### config.mk
export PLATFORM = sky130hd
export DESIGN_NAME = sort_net_pipe
export DESIGN_NICKNAME = d
export VERILOG_FILES = /design/src/rtl/sort_net_pipe.sv
export SDC_FILE = /design/constraint.sdc
export NUM_CORES = 2
export LEC_CHECK = 0
export ABC_AREA = 0
export BUFFER_PORTS_ARGS = -buffer_cell sky130_fd_sc_hd__clkbuf_2
export CORE_ASPECT_RATIO = 1.4
export CORE_MARGIN = 2
export CORE_UTILIZATION = 38
export DETAILED_ROUTE_END_ITERATION = 12
export PLACE_DENSITY_LB_ADDON = 0.2
export REMOVE_ABC_BUFFERS = 1
export SYNTH_ARGS = -nofsm -noshare
export SYNTH_HDL_FRONTEND = slang
export SYNTH_SLANG_ARGS = --single-unit
### constraint.sdc
create_clock -name clk -period 2.5 [get_ports clk]
set_input_delay 0.5 -clock clk [delete_from_list [all_inputs] [get_ports clk]]
set_output_delay 0.5 -clock clk [all_outputs]
set_load 0.05 [all_outputs]
### src/rtl/sort_net_pipe.sv
// Pipelined bitonic sorting network: NUM elements per beat ordered by key field,
// one register bank per compare-exchange layer, global stall from the output side.
module sort_net_pipe #(
    parameter  int DSIZE   = 18,
    parameter  int OFFSET  = 8,
    parameter  int LOG_NUM = 3,
    localparam int NUM     = 2 ** LOG_NUM,
    localparam int STAGES  = LOG_NUM * (LOG_NUM + 1) / 2
) (
    input  logic                   clk,
    input  logic                   rst_n,
    input  logic                   in_valid,
    output logic                   in_ready,
    input  logic                   in_desc,
    input  logic [NUM*DSIZE-1:0]   in_data,
    output logic                   out_valid,
    input  logic                   out_ready,
    output logic [NUM*DSIZE-1:0]   out_data,
    output logic                   out_desc,
    output logic                   busy
);

    localparam int KW = DSIZE - OFFSET;

    typedef logic [DSIZE-1:0] elem_t;

    if (OFFSET >= DSIZE) begin : g_bad_offset
        $error("sort_net_pipe: OFFSET must be smaller than DSIZE");
    end
    if (LOG_NUM < 1 || LOG_NUM > 5) begin : g_bad_log_num
        $error("sort_net_pipe: LOG_NUM must be in 1..5");
    end

    // Handshake: a beat moves on clk rising when valid & ready are both high.
    // ready depends only on the output register state and out_ready, so the
    // whole pipeline advances or holds as one unit (no skid storage).
    logic  w_en;
    elem_t w_in      [STAGES][NUM];
    elem_t w_cx      [STAGES][NUM];
    logic  w_desc_in [STAGES];

    elem_t               r_data [STAGES][NUM];
    logic [STAGES-1:0]   r_valid;
    logic [STAGES-1:0]   r_desc;

    assign w_en     = ~r_valid[STAGES-1] | out_ready;
    assign in_ready = w_en;

    for (genvar s = 0; s < STAGES; s++) begin : g_stage_in
        if (s == 0) begin : g_first
            assign w_desc_in[s] = in_desc;
            for (genvar i = 0; i < NUM; i++) begin : g_elem
                assign w_in[s][i] = in_data[i*DSIZE +: DSIZE];
            end
        end else begin : g_next
            assign w_desc_in[s] = r_desc[s-1];
            for (genvar i = 0; i < NUM; i++) begin : g_elem
                assign w_in[s][i] = r_data[s-1][i];
            end
        end
    end

    // Phase p merges bitonic runs of length 2**p; sub-layer q compares
    // elements 2**q apart. Block direction flips on bit p of the element index.
    for (genvar p = 1; p <= LOG_NUM; p++) begin : g_phase
        for (genvar q = p - 1; q >= 0; q--) begin : g_sub
            localparam int S = p * (p - 1) / 2 + (p - 1 - q);
            localparam int K = 1 << p;
            localparam int J = 1 << q;
            for (genvar i = 0; i < NUM; i++) begin : g_elem
                if ((i & J) == 0) begin : g_cx
                    localparam int L       = i + J;
                    localparam bit BLK_DSC = ((i & K) != 0);

                    logic          w_dir_desc;
                    logic          w_swap;
                    logic [KW-1:0] w_klo;
                    logic [KW-1:0] w_khi;

                    assign w_klo      = w_in[S][i][DSIZE-1:OFFSET];
                    assign w_khi      = w_in[S][L][DSIZE-1:OFFSET];
                    assign w_dir_desc = BLK_DSC ^ w_desc_in[S];
                    // Strict compares: equal keys stay where they are.
                    assign w_swap     = w_dir_desc ? (w_klo < w_khi) : (w_klo > w_khi);
                    assign w_cx[S][i] = w_swap ? w_in[S][L] : w_in[S][i];
                    assign w_cx[S][L] = w_swap ? w_in[S][i] : w_in[S][L];
                end
            end
        end
    end

    always_ff @(posedge clk or negedge rst_n) begin
        if (!rst_n) begin
            r_valid <= '0;
            r_desc  <= '0;
            for (int s = 0; s < STAGES; s++) begin
                for (int i = 0; i < NUM; i++) begin
                    r_data[s][i] <= '0;
                end
            end
        end else if (w_en) begin
            r_valid[0] <= in_valid & w_en;
            r_desc[0]  <= in_desc;
            for (int s = 1; s < STAGES; s++) begin
                r_valid[s] <= r_valid[s-1];
                r_desc[s]  <= r_desc[s-1];
            end
            for (int s = 0; s < STAGES; s++) begin
                for (int i = 0; i < NUM; i++) begin
                    r_data[s][i] <= w_cx[s][i];
                end
            end
        end
    end

    for (genvar i = 0; i < NUM; i++) begin : g_out
        assign out_data[i*DSIZE +: DSIZE] = r_data[STAGES-1][i];
    end

    assign out_valid = r_valid[STAGES-1];
    assign out_desc  = r_desc[STAGES-1];
    assign busy      = |r_valid;

endmodule
==> impl_metrics.env <==
export IMPL_final_common_cell="dfrtp_1"
export IMPL_clockRootBuffer="clkbuf_16"
export IMPL_grt_max_degree=133
export IMPL_slew_headroom=0.538
export IMPL_io_buffers=296
export IMPL_synth_seq_area_share=0.475
export IMPL_wl_per_cell_um=22.9
export IMPL_grt_pass1_wl_um=232000
export IMPL_rsz0062_at_grt="yes"
export IMPL_max_freq_ghz=0.389
export IMPL_drv_slew=0
export IMPL_worstSetupStartpointType="register"
export IMPL_rows=151
export IMPL_antenna_left=0
export IMPL_layout_drive_gt1_share=0.303
export IMPL_die_w_um=299
export IMPL_maxCapViolations=0
export IMPL_gp_congestion=0.927
export IMPL_viasPerCell=5.50
export IMPL_syn_area_um2=46100
export IMPL_critPathCaptureType="register"
export IMPL_hold_violations=0
export IMPL_ys_ff_latch=876
export IMPL_hp_start="in_data[113]"
export IMPL_die_area_um2=124000
export IMPL_clk_pin_slew_ns=0.06
export IMPL_reg2reg_from="g_phase[2].g_sub[1].g_elem[4].g_cx.w_khi[4]"
export IMPL_final_cell_mix="dfrtp_1, nor2_1, nand2_1, buf_4, clkbuf_2"
export IMPL_cp_required_ns=3.07
export IMPL_synth_distinct_cells=56
export IMPL_synth_top_area_cell="dfrtp_1"
export IMPL_final_min_clock_period_ns=2.57
export IMPL_overflow=0
export IMPL_cts_sinks=876
export IMPL_worst_slack_ns=-0.0729
export IMPL_grt_usage=0.240
export IMPL_cts_tree="built"
export IMPL_drt_iter0_drc=2807
export IMPL_cts_made_buffers=89
export IMPL_fin_nets=5899
export IMPL_outcome="finished, violations left"
export IMPL_dp_cells=6885
export IMPL_antenna_found_initial=20
export IMPL_fin_crit_sh=1.03
export IMPL_hold_path_end="r_data[725]"
export IMPL_fp_dieH_um=416
export IMPL_yosys_top_cells_area="dfrtp_1, ha_1, nor2_1"
export IMPL_r2r_end="r_data[635]"
export IMPL_first_global_vias=37900
export IMPL_core_area_um2=121000
export IMPL_clk_path_buf_depth=3
export IMPL_io_pins=297
export IMPL_synth_warnings=0
export IMPL_worst_path_max_fanout=7
export IMPL_worst_slew_pin_transition_ns=0.693
export IMPL_synthToLayoutAreaGrowth_pct=29.1
export IMPL_first_pass_iters=6
export IMPL_routed_wl_um=164000
export IMPL_netlist_area_leader_share=0.475
export IMPL_setup_viol=70
export IMPL_dp_hpwl_um=113000
export IMPL_avgSynthCellArea_um2=9.47
export IMPL_final_cells=7186
export IMPL_drc=0
export IMPL_r2r_cells=10
export IMPL_synth_cells=4873
export IMPL_num_vias=39500
export IMPL_hp_class="in2reg"
export IMPL_worstSetupPathType="reg2reg"
export IMPL_violations="setup timing"
export IMPL_h_tree_depth=3
export IMPL_holdPathStages=3
export IMPL_start_util=0.382
export IMPL_clock_skew_ns=0.0413
export IMPL_r2r_setup_slack_ns=-0.07
export IMPL_clock_latency_ns=0.71
export IMPL_cp_arrival_ns=3.14
==> what timing repair did <==
action | CTS | global route
buffers inserted | 20 | 66
resized for setup | 58 | 386
endpoints found under the hold margin | 9 | 0
gates cloned | 6 | 48
endpoints found under the setup margin | 375 | 600
pin swaps | 12 | 142
hold buffers | 6 | 0
==> final cells by class <==
cell class,count,area [um2]
fill,11000,61100
multi-input combinational,3254,22800
sequential,876,21900
timing repair buffer,994,8750
clock buffer,125,2500
tap,1606,2010
inverter,295,1120
clock inverter,31,462
antenna,5,12.5
==> state kept, by name (all words and copies together) (netlist names) <==
register and count:
r_desc 6, g_phase.g_sub.g_elem.g_cx.w_klo 200, r_valid 6, out_data 144, g_phase.g_sub.g_elem.g_cx.w_khi 200, r_data 320
==> through the flow <==
stage	worst slack [ns]	TNS, ns	area, um2	hold WS [ns]	utilization
after floorplan	-55.26	-	43700	0.204	-
after global placement	-0.200	-24.68	52500	0.476	0.435
after detailed placement	-0.270	-34.48	52500	0.476	0.435
after CTS	-0.0499	-0.401	56100	0.000552	0.465
after global routing	-0.133	-18.34	59600	0.0303	0.494
final	-0.0729	-2.01	59600	0.0349	0.494
==> worst max-delay path, cell delays in order, from the launching register on <==
cell,delay [ns]
dfrtp_2,0.44
inv_2,0.08
ha_4,0.19
a21o_1,0.18
a221oi_4,0.33
o2111a_2,0.29
mux2i_4,0.36
buf_12,0.18
clkbuf_16,0.16
clkbuf_16,0.16
a31oi_1,0.08
==> Yosys cell counts (all sizes together) <==
| cell type | count |
|---|---|
| a221o | 75 |
| a2111oi | 10 |
| o22ai | 288 |
| mux2i | 156 |
| o211ai | 1 |
| a21oi | 96 |
| o41ai | 1 |
| nor3 | 46 |
| o221ai | 40 |
| or2 | 1 |
| inv | 295 |
| o2111ai | 3 |
| a221oi | 6 |
| o31ai | 1 |
| a2111o | 1 |
| and2 | 7 |
| dfrtp | 876 |
| o22a | 36 |
| a211o | 2 |
| a41oi | 3 |
| nand3 | 19 |
| buf | 283 |
| o221a | 108 |
| a31oi | 113 |
| clkbuf | 165 |
| nor2b | 4 |
| nand4 | 34 |
| a211oi | 33 |
| or3 | 3 |
| mux2 | 90 |
| o21ai | 180 |
| o2111a | 1 |
| ha | 240 |
| o21a | 77 |
| a2bb2oi | 36 |
| nand2 | 609 |
| and4 | 9 |
| nand3b | 1 |
| nor4 | 37 |
| a21o | 19 |
| nand2b | 99 |
| and3 | 5 |
| a41o | 3 |
| nor2 | 760 |
| or3b | 1 |
==> cell families (layout without fill, tap and decap cells) <==
family | after synthesis | after routing | synth area share
buffers and inverters | 743 | 1445 | 0.0762
adder cells (fa/ha/maj) | 240 | 240 | 0.0651
multiplexers | 246 | 246 | 0.0580
flip-flops | 876 | 876 | 0.475
AO/OA/AOI/OAI | 1133 | 1133 | 0.179
AND/OR/NAND/NOR | 1635 | 1635 | 0.146
other | 0 | 5 | 0
==> worst max path at each step <==
stage / start / endpoint / slack [ns] / cells past startpoint
global placement: in_data[137] / g_phase[2].g_sub[1].g_elem[5].g_cx.w_khi[7] / -0.20 / 10
detailed placement: in_data[143] / g_phase[2].g_sub[1].g_elem[4].g_cx.w_khi[9] / -0.27 / 10
global route: g_phase[2].g_sub[1].g_elem[4].g_cx.w_khi[4] / r_data[634] / -0.13 / 11
finish: g_phase[2].g_sub[1].g_elem[4].g_cx.w_khi[4] / r_data[635] / -0.07 / 10
CTS: g_phase[3].g_sub[1].g_elem[5].g_cx.w_khi[4] / r_data[147] / -0.05 / 14
floorplan: r_valid[5] / g_phase[3].g_sub[2].g_elem[0].g_cx.w_khi[0] / -55.26 / 6
==> routing by layer <==
metal,global-route usage,vias up,share of wire
li1,-,18400,-
met1,0.315,19600,0.41
met2,0.404,1138,0.48
met3,0.0354,350,0.049
met4,0.0857,30,0.054
met5,0,-,0.0010
Power is left out: the tool's default activity adds up to more than one toggle a clock period on the data nets, which glitch-free logic cannot reach.
